### src/rtl/lcd_pkg.sv
// Shared constants, state encoding and command-word helper for the LCD
// window writer.
package lcd_pkg;

    // Controller command opcodes
    localparam logic [7:0] CMD_CASET = 8'h2A;
    localparam logic [7:0] CMD_RASET = 8'h2B;
    localparam logic [7:0] CMD_RAMWR = 8'h2C;

    // Index of the final command word (11 words: 0..10)
    localparam logic [3:0] CMD_LAST_IDX = 4'd10;

    // RGB565 colour constants
    localparam logic [15:0] RGB565_BLACK = 16'h0000;
    localparam logic [15:0] RGB565_WHITE = 16'hFFFF;
    localparam logic [15:0] RGB565_RED   = 16'hF800;
    localparam logic [15:0] RGB565_GREEN = 16'h07E0;
    localparam logic [15:0] RGB565_BLUE  = 16'h001F;

    typedef enum logic [2:0] {
        ST_IDLE   = 3'd0,
        ST_CMD    = 3'd1,
        ST_FETCH  = 3'd2,
        ST_PIX_HI = 3'd3,
        ST_PIX_LO = 3'd4,
        ST_DONE   = 3'd5
    } lcd_state_t;

    // Window-setup word for a given index; bit8 = 1 marks a data byte
    function automatic logic [8:0] cmd_word(input logic [3:0]  idx,
                                            input logic [15:0] x0,
                                            input logic [15:0] x1,
                                            input logic [15:0] y0,
                                            input logic [15:0] y1);
        logic [8:0] word;
        case (idx)
            4'd0:    word = {1'b0, CMD_CASET};
            4'd1:    word = {1'b1, x0[15:8]};
            4'd2:    word = {1'b1, x0[7:0]};
            4'd3:    word = {1'b1, x1[15:8]};
            4'd4:    word = {1'b1, x1[7:0]};
            4'd5:    word = {1'b0, CMD_RASET};
            4'd6:    word = {1'b1, y0[15:8]};
            4'd7:    word = {1'b1, y0[7:0]};
            4'd8:    word = {1'b1, y1[15:8]};
            4'd9:    word = {1'b1, y1[7:0]};
            4'd10:   word = {1'b0, CMD_RAMWR};
            default: word = 9'h000;
        endcase
        return word;
    endfunction

endpackage

### src/rtl/lcd_win_addr_gen.sv
// Row/column walker over the clipped window and pixel-memory address
// generator (row-major, address = (y0+row)*LCD_W + x0+col).
module lcd_win_addr_gen
    import lcd_pkg::*;
#(
    parameter int LCD_W  = 240,
    parameter int ADDR_W = 17
) (
    input  logic              i_clk,
    input  logic              i_rst_n,
    input  logic              i_clear,
    input  logic              i_step,
    input  logic [15:0]       i_x0,
    input  logic [15:0]       i_y0,
    input  logic [15:0]       i_eff_w,
    input  logic [15:0]       i_eff_h,
    output logic              o_last,
    output logic [ADDR_W-1:0] o_rom_addr
);

    localparam logic [39:0] LCD_W_40 = 40'(LCD_W);

    logic [15:0] r_row;
    logic [15:0] r_col;
    logic [39:0] w_addr_full;

    // Advance the column, wrapping into the next row at the window edge
    always_ff @(posedge i_clk or negedge i_rst_n) begin
        if (!i_rst_n) begin
            r_row <= '0;
            r_col <= '0;
        end else if (i_clear) begin
            r_row <= '0;
            r_col <= '0;
        end else if (i_step) begin
            if (r_col == i_eff_w - 16'd1) begin
                r_col <= '0;
                r_row <= r_row + 16'd1;
            end else begin
                r_col <= r_col + 16'd1;
            end
        end
    end

    // Full-width address first, then resize to the memory address width
    always_comb begin
        w_addr_full = (40'(i_y0) + 40'(r_row)) * LCD_W_40
                    + 40'(i_x0) + 40'(r_col);
        o_rom_addr  = w_addr_full[ADDR_W-1:0];
        o_last      = (r_row == i_eff_h - 16'd1) && (r_col == i_eff_w - 16'd1);
    end

endmodule

### src/rtl/lcd_show_window.sv
// Draws a clipped rectangular window on an LCD: emits the column/row
// address setup and memory-write commands, then every pixel as two bytes,
// either a solid colour or words read from a pixel memory.
module lcd_show_window
    import lcd_pkg::*;
#(
    parameter int LCD_W   = 240,
    parameter int LCD_H   = 320,
    parameter int ADDR_W  = 17,
    parameter int ROM_LAT = 2
) (
    input  logic              sys_clk,
    input  logic              sys_rst_n,
    input  logic              start,
    input  logic              mode,
    input  logic [15:0]       x0,
    input  logic [15:0]       y0,
    input  logic [15:0]       w,
    input  logic [15:0]       h,
    input  logic [15:0]       fill_color,
    input  logic              wr_done,
    input  logic [15:0]       rom_q,
    output logic [ADDR_W-1:0] rom_addr,
    output logic [8:0]        show_data,
    output logic              en_write,
    output logic              busy,
    output logic              show_done
);

    localparam logic [16:0] LCD_W_17 = 17'(LCD_W);
    localparam logic [16:0] LCD_H_17 = 17'(LCD_H);
    localparam logic [2:0]  LAT_LAST = 3'(ROM_LAT);

    lcd_state_t  r_state;
    logic        r_mode;
    logic [15:0] r_x0;
    logic [15:0] r_y0;
    logic [15:0] r_eff_w;
    logic [15:0] r_eff_h;
    logic [15:0] r_pix;
    logic [3:0]  r_idx;
    logic [2:0]  r_lat;
    logic        r_pending;
    logic [8:0]  r_show_data;
    logic        r_en_write;
    logic        r_busy;
    logic        r_show_done;

    logic [16:0] w_room_x;
    logic [16:0] w_room_y;
    logic [15:0] w_eff_w;
    logic [15:0] w_eff_h;
    logic        w_empty;
    logic        w_accept;
    logic        w_ack;
    logic        w_last;
    logic        w_step;
    logic [15:0] w_x1;
    logic [15:0] w_y1;

    // Clip the requested window against the panel and detect empty windows
    always_comb begin
        w_room_x = LCD_W_17 - {1'b0, x0};
        w_room_y = LCD_H_17 - {1'b0, y0};
        w_eff_w  = ({1'b0, w} < w_room_x) ? w : w_room_x[15:0];
        w_eff_h  = ({1'b0, h} < w_room_y) ? h : w_room_y[15:0];
        w_empty  = ({1'b0, x0} >= LCD_W_17) || ({1'b0, y0} >= LCD_H_17)
                || (w == 16'd0) || (h == 16'd0);
        w_accept = start && !r_busy;
        // wr_done only counts when a word is actually outstanding
        w_ack    = r_pending && wr_done;
        w_step   = (r_state == ST_PIX_LO) && w_ack && !w_last;
        w_x1     = r_x0 + r_eff_w - 16'd1;
        w_y1     = r_y0 + r_eff_h - 16'd1;
    end

    lcd_win_addr_gen #(
        .LCD_W  (LCD_W),
        .ADDR_W (ADDR_W)
    ) u_addr_gen (
        .i_clk      (sys_clk),
        .i_rst_n    (sys_rst_n),
        .i_clear    (w_accept),
        .i_step     (w_step),
        .i_x0       (r_x0),
        .i_y0       (r_y0),
        .i_eff_w    (r_eff_w),
        .i_eff_h    (r_eff_h),
        .o_last     (w_last),
        .o_rom_addr (rom_addr)
    );

    // Main sequencer: command words, pixel fetch and byte-pair output
    always_ff @(posedge sys_clk or negedge sys_rst_n) begin
        if (!sys_rst_n) begin
            r_state     <= ST_IDLE;
            r_mode      <= 1'b0;
            r_x0        <= '0;
            r_y0        <= '0;
            r_eff_w     <= '0;
            r_eff_h     <= '0;
            r_pix       <= '0;
            r_idx       <= '0;
            r_lat       <= '0;
            r_pending   <= 1'b0;
            r_show_data <= '0;
            r_en_write  <= 1'b0;
            r_busy      <= 1'b0;
            r_show_done <= 1'b0;
        end else begin
            r_en_write  <= 1'b0;
            r_show_done <= 1'b0;
            case (r_state)
                ST_IDLE, ST_DONE: begin
                    r_state <= ST_IDLE;
                    if (w_accept) begin
                        r_mode    <= mode;
                        r_x0      <= x0;
                        r_y0      <= y0;
                        r_eff_w   <= w_eff_w;
                        r_eff_h   <= w_eff_h;
                        r_pix     <= fill_color;
                        r_idx     <= '0;
                        r_lat     <= '0;
                        r_pending <= 1'b0;
                        // Empty windows finish through DONE without raising busy
                        if (w_empty) begin
                            r_state     <= ST_DONE;
                            r_show_done <= 1'b1;
                        end else begin
                            r_state <= ST_CMD;
                            r_busy  <= 1'b1;
                        end
                    end
                end
                ST_CMD: begin
                    if (!r_pending) begin
                        r_show_data <= cmd_word(r_idx, r_x0, w_x1, r_y0, w_y1);
                        r_en_write  <= 1'b1;
                        r_pending   <= 1'b1;
                    end else if (w_ack) begin
                        r_pending <= 1'b0;
                        if (r_idx == CMD_LAST_IDX) begin
                            r_lat   <= '0;
                            r_state <= r_mode ? ST_FETCH : ST_PIX_HI;
                        end else begin
                            r_idx <= r_idx + 4'd1;
                        end
                    end
                end
                ST_FETCH: begin
                    if (r_lat == LAT_LAST) begin
                        r_pix   <= rom_q;
                        r_state <= ST_PIX_HI;
                    end else begin
                        r_lat <= r_lat + 3'd1;
                    end
                end
                ST_PIX_HI: begin
                    if (!r_pending) begin
                        r_show_data <= {1'b1, r_pix[15:8]};
                        r_en_write  <= 1'b1;
                        r_pending   <= 1'b1;
                    end else if (w_ack) begin
                        r_pending <= 1'b0;
                        r_state   <= ST_PIX_LO;
                    end
                end
                ST_PIX_LO: begin
                    if (!r_pending) begin
                        r_show_data <= {1'b1, r_pix[7:0]};
                        r_en_write  <= 1'b1;
                        r_pending   <= 1'b1;
                    end else if (w_ack) begin
                        r_pending <= 1'b0;
                        if (w_last) begin
                            r_state     <= ST_DONE;
                            r_show_done <= 1'b1;
                            r_busy      <= 1'b0;
                        end else begin
                            r_lat   <= '0;
                            r_state <= r_mode ? ST_FETCH : ST_PIX_HI;
                        end
                    end
                end
                default: begin
                    r_state <= ST_IDLE;
                    r_busy  <= 1'b0;
                end
            endcase
        end
    end

    assign show_data = r_show_data;
    assign en_write  = r_en_write;
    assign busy      = r_busy;
    assign show_done = r_show_done;

endmodule

### config.mk
export PLATFORM = sky130hd
export DESIGN_NAME = lcd_show_window
export DESIGN_NICKNAME = d
export VERILOG_FILES = /design/src/rtl/lcd_pkg.sv /design/src/rtl/lcd_win_addr_gen.sv /design/src/rtl/lcd_show_window.sv
export SDC_FILE = /design/constraint.sdc
export NUM_CORES = 1
export LEC_CHECK = 0
export ABC_AREA = 1
export ABC_CLOCK_PERIOD_IN_PS = 5750
export CAP_MARGIN = 15
export CORE_MARGIN = 2
export CORE_UTILIZATION = 54
export CTS_CLUSTER_DIAMETER = 120
export DETAILED_ROUTE_END_ITERATION = 6
export HOLD_SLACK_MARGIN = 0.06
export PLACE_DENSITY = 0.78
export SYNTH_ARGS = -nofsm -noshare
export SYNTH_HDL_FRONTEND = slang
export SYNTH_HIERARCHICAL = 1
export SYNTH_SLANG_ARGS = --single-unit
### constraint.sdc
create_clock -name sys_clk -period 5.75 [get_ports sys_clk]
set_input_delay 0.8625 -clock sys_clk [delete_from_list [all_inputs] [get_ports sys_clk]]
set_output_delay 0.8625 -clock sys_clk [all_outputs]
set_load 0.02 [all_outputs]
==> Word level (Yosys, flattened, before mapping) <==
Cells that the tools add are included.
{ "word_totals": {"reg_bits": 136, "inputBits": 101} }
{ "op_classes": {"n_addsub": 15, "n_mul": 1, "n_lt_le_gt_ge": 4, "eq_ne": 35, "muxes": 61, "bitwise_logic": 1, "n_reduce_logical": 33} }
{ "op_table": {"columns": ["operator", "n"], "rows": [
  ["two-way mux 16 bit", 10],
  ["case mux 9 bit (11 select lines)", 1],
  ["subtractor 16 x 1 -> 16 bit, second input constant", 4],
  ["two-way mux 3 bit", 19],
  ["multiplier 40 x 4 -> 13 bit, second input constant", 1],
  ["adder 17 x 16 -> 17 bit", 2],
  ["less-than comparator 16 x 17 -> 1 bit", 2],
  ["adder 16 x 1 -> 16 bit, second input constant", 2],
  ["adder 16 bit", 2],
  ["== test 16 bit", 2],
  ["logical NOT 16 bit", 2],
  ["!= test 2 bit, second input constant", 16],
  ["case mux 16 bit (2 select lines)", 1],
  ["two-way mux 9 bit", 3],
  ["case mux 9 bit (3 select lines)", 1],
  ["adder 16 x 16 -> 17 bit", 1],
  ["subtractor 8 x 16 -> 17 bit, first input constant", 1],
  ["subtractor 9 x 16 -> 17 bit, first input constant", 1],
  ["== test 4 x 3 -> 1 bit, second input constant", 4],
  ["greater-or-equal comparator 16 x 8 -> 1 bit, second input constant", 1],
  ["greater-or-equal comparator 16 x 9 -> 1 bit, second input constant", 1],
  ["two-way mux 1 bit", 16],
  ["two-way mux 4 bit", 4],
  ["case mux 3 bit (5 select lines)", 1],
  ["31 further kinds", 52]
]} }

==> Logic depth before layout (Yosys ltp) <==
Gate-level depths: netlist of run 1.
{ "depth": {"ltp_word": 7, "mapped_depth": 35, "ltp_nobuf": 35} }

==> By module <==
The synthesis of run 1 kept the hierarchy.
{ "modules_own_cells": {"columns": ["module", "n_inst", "cells_per_inst", "area_per_inst_um2", "seq_area_each_um2"], "rows": [
  ["lcd_show_window", 1, 1332, 9162.5, 2602.5],
  ["lcd_win_addr_gen", 1, 860, 5768.0, 800.8]
]} }

==> Least setup slack after synthesis of run 1 <==
OpenSTA, ideal clock, no wires.
{ "synth_path": {"path_type": "flip-flop to output port", "from": "register u_addr_gen.r_row[0]", "to": "output rom_addr[16]", "t_arrival_ps": 5543, "required_time_ps": 4888, "path_slack_ps": -655, "path_stages_with_launch": 35, "cell_sequence": "dfrtp_1 > ha_1 > inv_1 > fa_1 > inv_1 > nand2_1 > nand2_1 > and2_1 > xor2_1 > inv_1 > nor2_1 > inv_1 > nand2_1 > xor2_1 > fa_1 > inv_1 > ha_1 > nand2_1 > nor3_1 > a21oi_1 > o21ai_0 > a21oi_1 > nor2_1 > nor2_1 > xor2_1 > fa_1 > inv_1 > ha_1 > nand2_1 > nor2_1 > a211oi_1 > inv_1 > a221oi_1 > nand3_1 > nand2_1"} }
{ "synth_via": {"elab_chain_len": 4} }
{ "synth_lines": {"columns": ["item", "line", "rtl"], "rows": [
  ["from (decl)", "lcd_win_addr_gen.sv:23", "logic [15:0] r_row;"],
  ["from (signal assigned)", "lcd_win_addr_gen.sv:38", "r_row <= r_row + 16'd1;"],
  ["adder 16 x 16 -> 17 bit", "lcd_win_addr_gen.sv:47", "w_addr_full = (40'(i_y0) + 40'(r_row)) * LCD_W_40"],
  ["multiplier 40 x 4 -> 13 bit", "lcd_win_addr_gen.sv:47", null],
  ["adder 17 x 16 -> 17 bit (2 in series)", "lcd_win_addr_gen.sv:48", "+ 40'(i_x0) + 40'(r_col);"],
  ["to (decl)", "lcd_show_window.sv:23", "output logic [ADDR_W-1:0] rom_addr,"]
]} }
No other way between the ends.

==> Worst setup path in the final report of run 1 <==
{ "layout_path": {"from": "register r_y0[0]", "to": "output rom_addr[16]"} }
{ "layout_via": {"elab_chain_len": 4} }
{ "layout_lines": {"columns": ["item", "line", "rtl"], "rows": [
  ["from (decl)", "lcd_show_window.sv:37", "logic [15:0] r_y0;"],
  ["from (signal assigned)", "lcd_show_window.sv:119", "r_y0 <= y0;"],
  ["adder 16 x 16 -> 17 bit", "lcd_win_addr_gen.sv:47", null],
  ["multiplier 40 x 4 -> 13 bit", "lcd_win_addr_gen.sv:47", null],
  ["adder 17 x 16 -> 17 bit (2 in series)", "lcd_win_addr_gen.sv:48", null]
]} }
No other way between the ends.

==> summary.txt, run 1 <==
Clock network
  – Clk_lat worst skew: 440 ps
  – CTS buffer count: 17
  – Hold-fix buffers, CTS: 0
  – Worst-path clk slew: 60 ps
  – CTS max path bufs: 2
  – # clock sinks: 136
  – H-tree levels: 4
  – CTS tree: built
  – Clock root cell: clkbuf_16

Synth
  – Seq/Total Area, Yosys: 22.8%
  – Most used DFF post-synth: dfrtp_1
  – Post-synth net total: 2467
  – Post-Synth XOR/XNOR Area: 7.97%
  – Yosys warns: 6
  – Post-synth top cells: 514 x nand2_1, 373 x inv_1, 204 x nor2_1
  – Count leader, synth: nand2_1
  – Post-synthesis register bit count: 136
  – Mapped Cells: 2192
  – Post-synthesis compound-gate area fraction: 11.5%
  – Multiplexer area fraction after synthesis: 0%
  – Main combinational cell family by area after synthesis: simple AND/OR/NAND/NOR gates
  – Synth Area in Simple Gates: 30.6%
  – Yosys top cell by area: dfrtp_1
  – Area contributors post-synth: dfrtp_1 23%, nand2_1 13%, ha_1 12%, inv_1 9.4%, xor2_1 6.2%
  – Post-Synth Adder-Cell Area: 15.9%
  – Netlist cell types: 60
  – Number of flops mapped to enable cells by yosys: 0
  – Mapped cell area: 0.0149 mm2
  – Async set-or-reset flop fraction in the synthesized netlist: 100%
  – Synth top area share: 22.8%
  – Synthesized area per cell: 6.81 um2

Global route
  – Grt total ovfl: 0
  – Largest net degree at the start of global routing: 95
  – Antenna violations before repair: 0
  – Vias in the first global route: 14700
  – First-pass GRT wire length: 73.9 mm
  – Overall routing resource usage: 32.6%

STA
  – Setup_tns: -5460 ps
  – Slew headroom: 44.1%
  – Min Tclk post-route: 6670 ps
  – Fin worst setup slack: -915 ps
  – Hold Slack: 488 ps
  – RSZ-0062 raised after global routing: yes
  – Tcrit/Tclk final: 116%
  – Max Slew Vio Count: 0
  – Hold Fails Final Rpt: 0
  – Final Setup Violations: 9
  – Worst slew pin tran: 839 ps
  – Max Freq: 150 MHz
  – Max Clock Skew: 21.6 ps

Critical path
  – Arr. time, crit path: 5800 ps
  – Crit path kind: register to output port
  – Worst setup EP type: output port
  – CP max stage delay: 560 ps
  – Worst Path Required: 4890 ps
  – Startpoint Class: register
  – CP max stage cell: fa_1
  – CP max FO: 4

Run status
  – Violated checks: design-rule violations, negative setup slack
  – Outcome: finished, violations left

Drt
  – DRC errors left: 1
  – Routed length per instance: 17.1 um
  – Vias: 15500
  – Starting DRT DRC Count: 1213
  – Detail Route Antenna Nets: 0
  – Vias per inst: 5.58
  – DRT Wirelength: 47.4 mm
  – DR pass1 iterations: 7

Final layout
  – Number of diodes: 0
  – Final net count: 2699
  – Layout overhead on the synthesized area: 24.1%
  – Layout cells sized above 1: 13.7%

Hold path
  – Worst hold path class: input port to async pin

Placed design
  – Port Buf Inserts: 129
  – Hpwl dp: 37.7 mm
  – RePlAce Congestion: 0.971

Die
  – Die Span X: 170 um
  – Core area: 0.0270 mm2
  – Die H: 170 um
  – I/O pin count: 130
  – DIE AREA: 0.0290 mm2
  – Starting density of the core: 55.2%
  – Rows: 60

Job
  – Number of max-cap violations: 0
==> metal layers <==
| metal | vias up | share of wire (%) | global-route usage [%] |
|---|---|---|---|
| met5 | - | 0 | 0 |
| met4 | 0 | 3.9 | 12.9 |
| met3 | 113 | 6.6 | 3.91 |
| met2 | 553 | 47 | 53.9 |
| met1 | 7306 | 43 | 43.5 |
| li1 | 7532 | - | - |
==> final timing paths <==
path	start	to	slack (ps)	cells after the start
worst max-delay path	r_y0[0]$_DFFE_PN0P_	rom_addr[16]	-920	33
worst min-delay path	sys_rst_n	r_eff_w[6]$_DFFE_PN0P_	490	1
worst max register to register	r_eff_h[0]$_DFFE_PN0P_	u_addr_gen/r_col[14]$_DFFE_PN0P_	1130	21
worst min register to register	r_mode$_DFFE_PN0P_	r_mode$_DFFE_PN0P_	490	2
max in group asynchronous	sys_rst_n	r_eff_h[2]$_DFFE_PN0P_	4090	2
min in group sys_clk	r_mode$_DFFE_PN0P_	r_mode$_DFFE_PN0P_	490	2
==> state kept, by name, summed over array words and instances (netlist names), 3 cells and up <==
register,count
u_addr_gen/r_col,16
show_data,9
r_lat,3
r_x0,16
r_y0,16
r_idx,4
r_eff_h,16
u_addr_gen/r_row,16
r_eff_w,16
r_pix,16
r_state,3
==> placed cells by master (no fill, tap or decap), drive strengths merged, types with 6 or more instances in the layout <==
cell type and count:
nand2 535, inv 393, nor2 223, ha 147, buf 137, dfrtp 136
nand3 132, clkdlybuf4s50 118, o21ai 109, xor2 106, a21oi 102, nand4 55
nor3 34, xnor2 29, fa 27, a31oi 20, clkbuf 18, nor4 16
o22ai 14, or2 13, nand3b 8, o21a 7, o21bai 6
==> cell families (layout without fill, tap and decap cells) <==
| family | count (synthesis) | in the layout |
|---|---|---|
| and+or+nand+nor | 1020 | 1020 |
| adders and majority gates | 174 | 174 |
| DFF | 136 | 136 |
| buffers and inverters | 428 | 673 |
| AOI/OAI and AO/OA | 299 | 299 |
| xor gates and xnor gates | 135 | 135 |
==> per-stage QoR <==
| step | util (%) | worst slack (ps) | std cells | area, um2 |
|---|---|---|---|---|
| final | 68.6 | -915 | 2778 | 18500 |
| after detailed placement | 64.6 | -963 | 2739 | 17500 |
| after global placement | 64.6 | -829 | 2739 | 17500 |
| after CTS | 67.8 | -888 | 2774 | 18300 |
| after floorplan | - | -185 | 2192 | 15100 |
| after global routing | 68.6 | -1240 | 2778 | 18500 |
==> cell type report <==
type / instances / area (um2)
repair buffers: 255 / 2240
multi-input cells: 1628 / 10400
well taps: 341 / 427
fillers: 2268 / 8490
clock inverters: 14 / 154
flip-flops and latches: 136 / 3400
inverters: 386 / 1450
clock buffers: 18 / 439
==> repair_timing <==
item / CTS / global route
buffers inserted: 3 / 4
endpoints found under the setup margin: 10 / 10
resized for setup: 104 / 41
pin swaps: 43 / 41
==> worst max-delay path, delay by kind of cell, from the launching register on <==
kind | cells | cell delay (ps)
AND/OR/NAND/NOR | 10 | 770
AO/OA/AOI/OAI | 4 | 670
flip-flops | 1 | 390
buffers and inverters | 9 | 670
adder cells (fa/ha/maj) | 7 | 2360
XOR/XNOR | 3 | 510
Power of run 1 is left out: the tool's default activity adds up to more than one toggle a clock period on the data nets, which glitch-free logic cannot reach.
==> run 2, diff against run 1 <==
--- a/config.mk
+++ b/config.mk
@@ -12,6 +12,7 @@
 export CORE_UTILIZATION = 54
 export CTS_CLUSTER_DIAMETER = 120
 export DETAILED_ROUTE_END_ITERATION = 6
+export GPL_ROUTABILITY_DRIVEN = 0
 export HOLD_SLACK_MARGIN = 0.06
 export PLACE_DENSITY = 0.78
 export SYNTH_ARGS = -nofsm -noshare
==> summary.txt, run 2 (synthesized netlist as in run 1, its figures left out) <==
Critical path
  – CP max stage delay: 560 ps
  – Most used cell, CP: inv_2
  – R2r setup slk: 1400 ps
  – Crit Reg-Reg Startpoint: r_eff_h[0]$_DFFE_PN0P_
  – Worst Path Required: 4890 ps
  – CP max stage cell: fa_1
  – Worst setup EP type: output port
  – R2R depth: 22
  – Arr. time, crit path: 5980 ps
  – Crit path kind: register to output port
  – R2R Path End: u_addr_gen/r_col[14]$_DFFE_PN0P_
  – CP max FO: 3
  – Startpoint Class: register

Global route
  – Grt total ovfl: 0
  – First-pass GRT wire length: 72.6 mm
  – Vias in the first global route: 15000
  – Largest net degree at the start of global routing: 95
  – Antenna violations before repair: 0
  – Overall routing resource usage: 31.5%

Die
  – Core area: 0.0270 mm2
  – Rows: 60
  – Die Span X: 170 um
  – DIE AREA: 0.0290 mm2
  – Starting density of the core: 55.2%
  – I/O pin count: 130
  – Die H: 170 um

Final layout
  – Layout cells sized above 1: 14.6%
  – Most frequent cells in the layout: 499 x nand2_1, 361 x inv_1, 200 x nor2_1
  – Commonest non-fill, non-tap cell in the layout: nand2_1
  – Final net count: 2714
  – Layout overhead on the synthesized area: 25.1%
  – Number of diodes: 0
  – Number of fill cells: 2166
  – Final Cell Area: 0.0187 mm2

Clock network
  – Hold-fix buffers, CTS: 0
  – CTS max path bufs: 2
  – Clock root cell: clkbuf_16
  – CTS tree: built
  – Worst-path clk slew: 60 ps
  – # clock sinks: 136
  – Clk_lat worst skew: 450 ps
  – H-tree levels: 4
  – CTS buffer count: 17

Placed design
  – Placed cell area: 0.0175 mm2
  – Post-Place Setup Slack: -1230 ps
  – Hpwl dp: 35.7 mm
  – Port Buf Inserts: 129

Drt
  – DR pass1 iterations: 6
  – Routed length per instance: 16.5 um
  – DRT Wirelength: 46.2 mm
  – DRC errors left: 0
  – Detail Route Antenna Nets: 0
  – Vias per inst: 5.61
  – Starting DRT DRC Count: 1282
  – Vias: 15700

STA
  – Fin worst setup slack: -1090 ps
  – Max Clock Skew: 15.3 ps
  – Max Slew Vio Count: 0
  – Tcrit/Tclk final: 119%
  – Hold Fails Final Rpt: 0
  – Max Freq: 146 MHz
  – Min Tclk post-route: 6840 ps
  – RSZ-0062 raised after global routing: yes
  – Worst slew pin tran: 837 ps
  – Final Setup Violations: 9
  – Slew headroom: 44.2%

Job
  – Number of max-cap violations: 0

Run status
  – Outcome: finished, violations left
  – Violated checks: negative setup slack

Hold path
  – Worst hold path class: input port to async pin
[run 2: cell count changes in the layout (fill, tap and decap cells not counted), sizes merged]
cell,change
buf,+15
bufinv,-1
clkbuf,-1
clkinv,+1
clkinvlp,-2
inv,+3
[run 2: through the flow]
step	hold slack (ps)	utilization, %	setup TNS (ps)	instances
floorplan	442	-	-614	2192
global placement	465	64.6	-5720	2740
detailed placement	467	64.6	-7530	2740
CTS	486	68.0	-5700	2784
global route	513	69.1	-7580	2793
finish	483	69.1	-5830	2793
[run 2: how the worst max path moves through the flow]
stage / endpoint / start / slack [ps]
after floorplan: rom_addr[13] / u_addr_gen/r_row[0]$_DFFE_PN0P_ / -190
after global placement: rom_addr[16] / u_addr_gen/r_row[0]$_DFFE_PN0P_ / -880
after detailed placement: rom_addr[16] / r_y0[0]$_DFFE_PN0P_ / -1230
after CTS: rom_addr[16] / r_y0[0]$_DFFE_PN0P_ / -1010
after global routing: rom_addr[16] / u_addr_gen/r_row[0]$_DFFE_PN0P_ / -1320
final: rom_addr[16] / u_addr_gen/r_row[0]$_DFFE_PN0P_ / -1090
[run 2: timing repair]
| action | in CTS | in global routing |
|---|---|---|
| gates cloned | 0 | 0 |
| setup endpoints to repair | 10 | 10 |
| pin swaps | 37 | 48 |
| buffers inserted | 12 | 8 |
| resized for setup | 101 | 50 |
[run 2: critical path: cells and delay by family, from the launching register on]
family	cells	cell delay [ps]
and+or+nand+nor	9	910
xor gates and xnor gates	3	520
DFF	1	370
AOI/OAI and AO/OA	6	800
adders and majority gates	6	2220
buffers and inverters	8	710
[run 2: layer usage]
metal  up-vias  part of all wire, %  global-route usage, %
met5         -                    0                      0
met4         0                  4.8                   14.8
met3       154                  7.3                   4.60
met2       704                   47                   52.0
met1      7251                   41                   40.8
li1       7564                    -                      -
[run 2: layout make-up]
cell class	instances	area (um2)	area share [%]
inverter	386	1450	7.76
sequential	136	3400	18.2
clock inverter	15	169	0.904
tap	341	427	2.28
multi-input combinational	1628	10500	56.0
clock buffer	17	425	2.28
timing repair buffer	270	2340	12.5
Power of run 2 is left out for the same reason.
==> run 3, diff against run 2 <==
--- a/config.mk
+++ b/config.mk
@@ -14,8 +14,9 @@
 export DETAILED_ROUTE_END_ITERATION = 6
 export GPL_ROUTABILITY_DRIVEN = 0
 export HOLD_SLACK_MARGIN = 0.06
-export PLACE_DENSITY = 0.78
+export PLACE_DENSITY = 0.9
 export SYNTH_ARGS = -nofsm -noshare
 export SYNTH_HDL_FRONTEND = slang
 export SYNTH_HIERARCHICAL = 1
 export SYNTH_SLANG_ARGS = --single-unit
+export TNS_END_PERCENT = 5
==> summary.txt, run 3 (synthesized netlist as in run 1, its figures left out) <==
Critical path
  – CP max stage delay: 590 ps
  – Worst setup EP type: output port
  – CP Launch Point: u_addr_gen/r_row[0]$_DFFE_PN0P_
  – Arr. time, crit path: 6010 ps
  – Worst Path Required: 4890 ps
  – Crit path kind: register to output port
  – Startpoint Class: register
  – Crit Reg-Reg Startpoint: r_eff_h[0]$_DFFE_PN0P_
  – CP max stage cell: fa_1
  – CP max FO: 4

Clock network
  – CTS buffer count: 17
  – Worst-path clk slew: 70 ps
  – Clock root cell: clkbuf_16
  – Clk_lat worst skew: 440 ps
  – CTS tree: built
  – CTS max path bufs: 2
  – H-tree levels: 4
  – # clock sinks: 136

Placed design
  – Post-Place Setup Slack: -1160 ps
  – Placed cell count: 2735
  – Hpwl dp: 36.5 mm
  – Placed cell area: 0.0174 mm2
  – Port Buf Inserts: 129

STA
  – Min Tclk post-route: 6870 ps
  – Final Setup Violations: 10
  – Max Slew Vio Count: 0
  – Slew headroom: 42.5%
  – Max Clock Skew: 11.0 ps
  – Max Freq: 146 MHz
  – Tcrit/Tclk final: 120%
  – RSZ-0062 raised after global routing: yes
  – Fin worst setup slack: -1120 ps
  – Hold Fails Final Rpt: 0
  – Hold Slack: 455 ps
  – Worst slew pin tran: 863 ps

Global route
  – Antenna violations before repair: 1
  – First-pass GRT wire length: 78.5 mm
  – Grt total ovfl: 0
  – Largest net degree at the start of global routing: 95
  – Vias in the first global route: 16000
  – Overall routing resource usage: 34.0%

Final layout
  – Layout overhead on the synthesized area: 23.4%
  – Final net count: 2706
  – Commonest non-fill, non-tap cell in the layout: nand2_1
  – Layout cells sized above 1: 13.3%
  – Number of fill cells: 1989
  – Final Cell Area: 0.0184 mm2
  – Most frequent cells in the layout: 504 x nand2_1, 365 x inv_1, 201 x nor2_1
  – Final std cells w/o fill: 2786

Drt
  – Vias: 16800
  – DRC errors left: 11
  – Starting DRT DRC Count: 2419
  – DR pass1 iterations: 7
  – Detail Route Antenna Nets: 0
  – Vias per inst: 6.04
  – Routed length per instance: 18.2 um
  – DRT Wirelength: 50.8 mm

Die
  – Die Span X: 170 um
  – Starting density of the core: 55.2%
  – Core area: 0.0270 mm2
  – DIE AREA: 0.0290 mm2
  – Die H: 170 um
  – I/O pin count: 130
  – Rows: 60

Job
  – Number of max-cap violations: 0

Run status
  – Outcome: finished, violations left
  – Violated checks: design-rule violations, negative setup slack

Hold path
  – Worst hold path class: input port to async pin
run 3: final cells by class:
cell class | instances | area (um2) | share of cell area [%]
antenna | 1 | 2.50 | 0.0136
clock buffer | 17 | 425 | 2.31
clock inverter | 15 | 183 | 0.991
inverter | 386 | 1450 | 7.88
multi-input combinational | 1628 | 10300 | 55.6
sequential | 136 | 3400 | 18.5
tap | 341 | 427 | 2.32
timing repair buffer | 262 | 2280 | 12.4
run 3: through the flow:
step	util (%)	TNS, ps
2_1_floorplan	-	-739
3_3_place_gp	64.5	-5020
3_5_place_dp	64.5	-6880
4_1_cts	67.6	-6360
5_1_grt	68.2	-9850
6_report	68.2	-7880
run 3: worst max-delay path, delay by kind of cell (launching register included):
family / cells / cell delay, ps
flip-flops: 1 / 370
AO/OA/AOI/OAI: 7 / 1110
AND/OR/NAND/NOR: 8 / 730
buffers and inverters: 9 / 790
adder cells (fa/ha/maj): 6 / 2200
XOR/XNOR: 2 / 380
run 3: worst paths after layout:
check	endpoint	slack, ps	cells past startpoint
hold reg to reg	r_mode$_DFFE_PN0P_	480	2
setup reg to reg	u_addr_gen/r_col[14]$_DFFE_PN0P_	1160	22
max in group asynchronous	r_x0[14]$_DFFE_PN0P_	4040	2
hold / removal	r_y0[2]$_DFFE_PN0P_	460	1
setup / recovery	rom_addr[16]	-1120	32
min in group sys_clk	r_mode$_DFFE_PN0P_	480	2
run 3: routing by layer:
| layer | wire (um) | global-route usage, % | vias to the layer above |
|---|---|---|---|
| met4 | 3740 | 20.4 | 2 |
| met2 | 22900 | 54.8 | 1252 |
| li1 | - | - | 7540 |
| met3 | 6040 | 7.30 | 350 |
| met1 | 18100 | 41.9 | 7697 |
| met5 | 10 | 0 | - |
run 3: timing repair:
item,in CTS,in global routing
setup buffers,13,4
pin swaps,30,20
endpoints found under the setup margin,10,10
resized for setup,82,25
hold buffers,0,0
Power of run 3 is left out for the same reason.
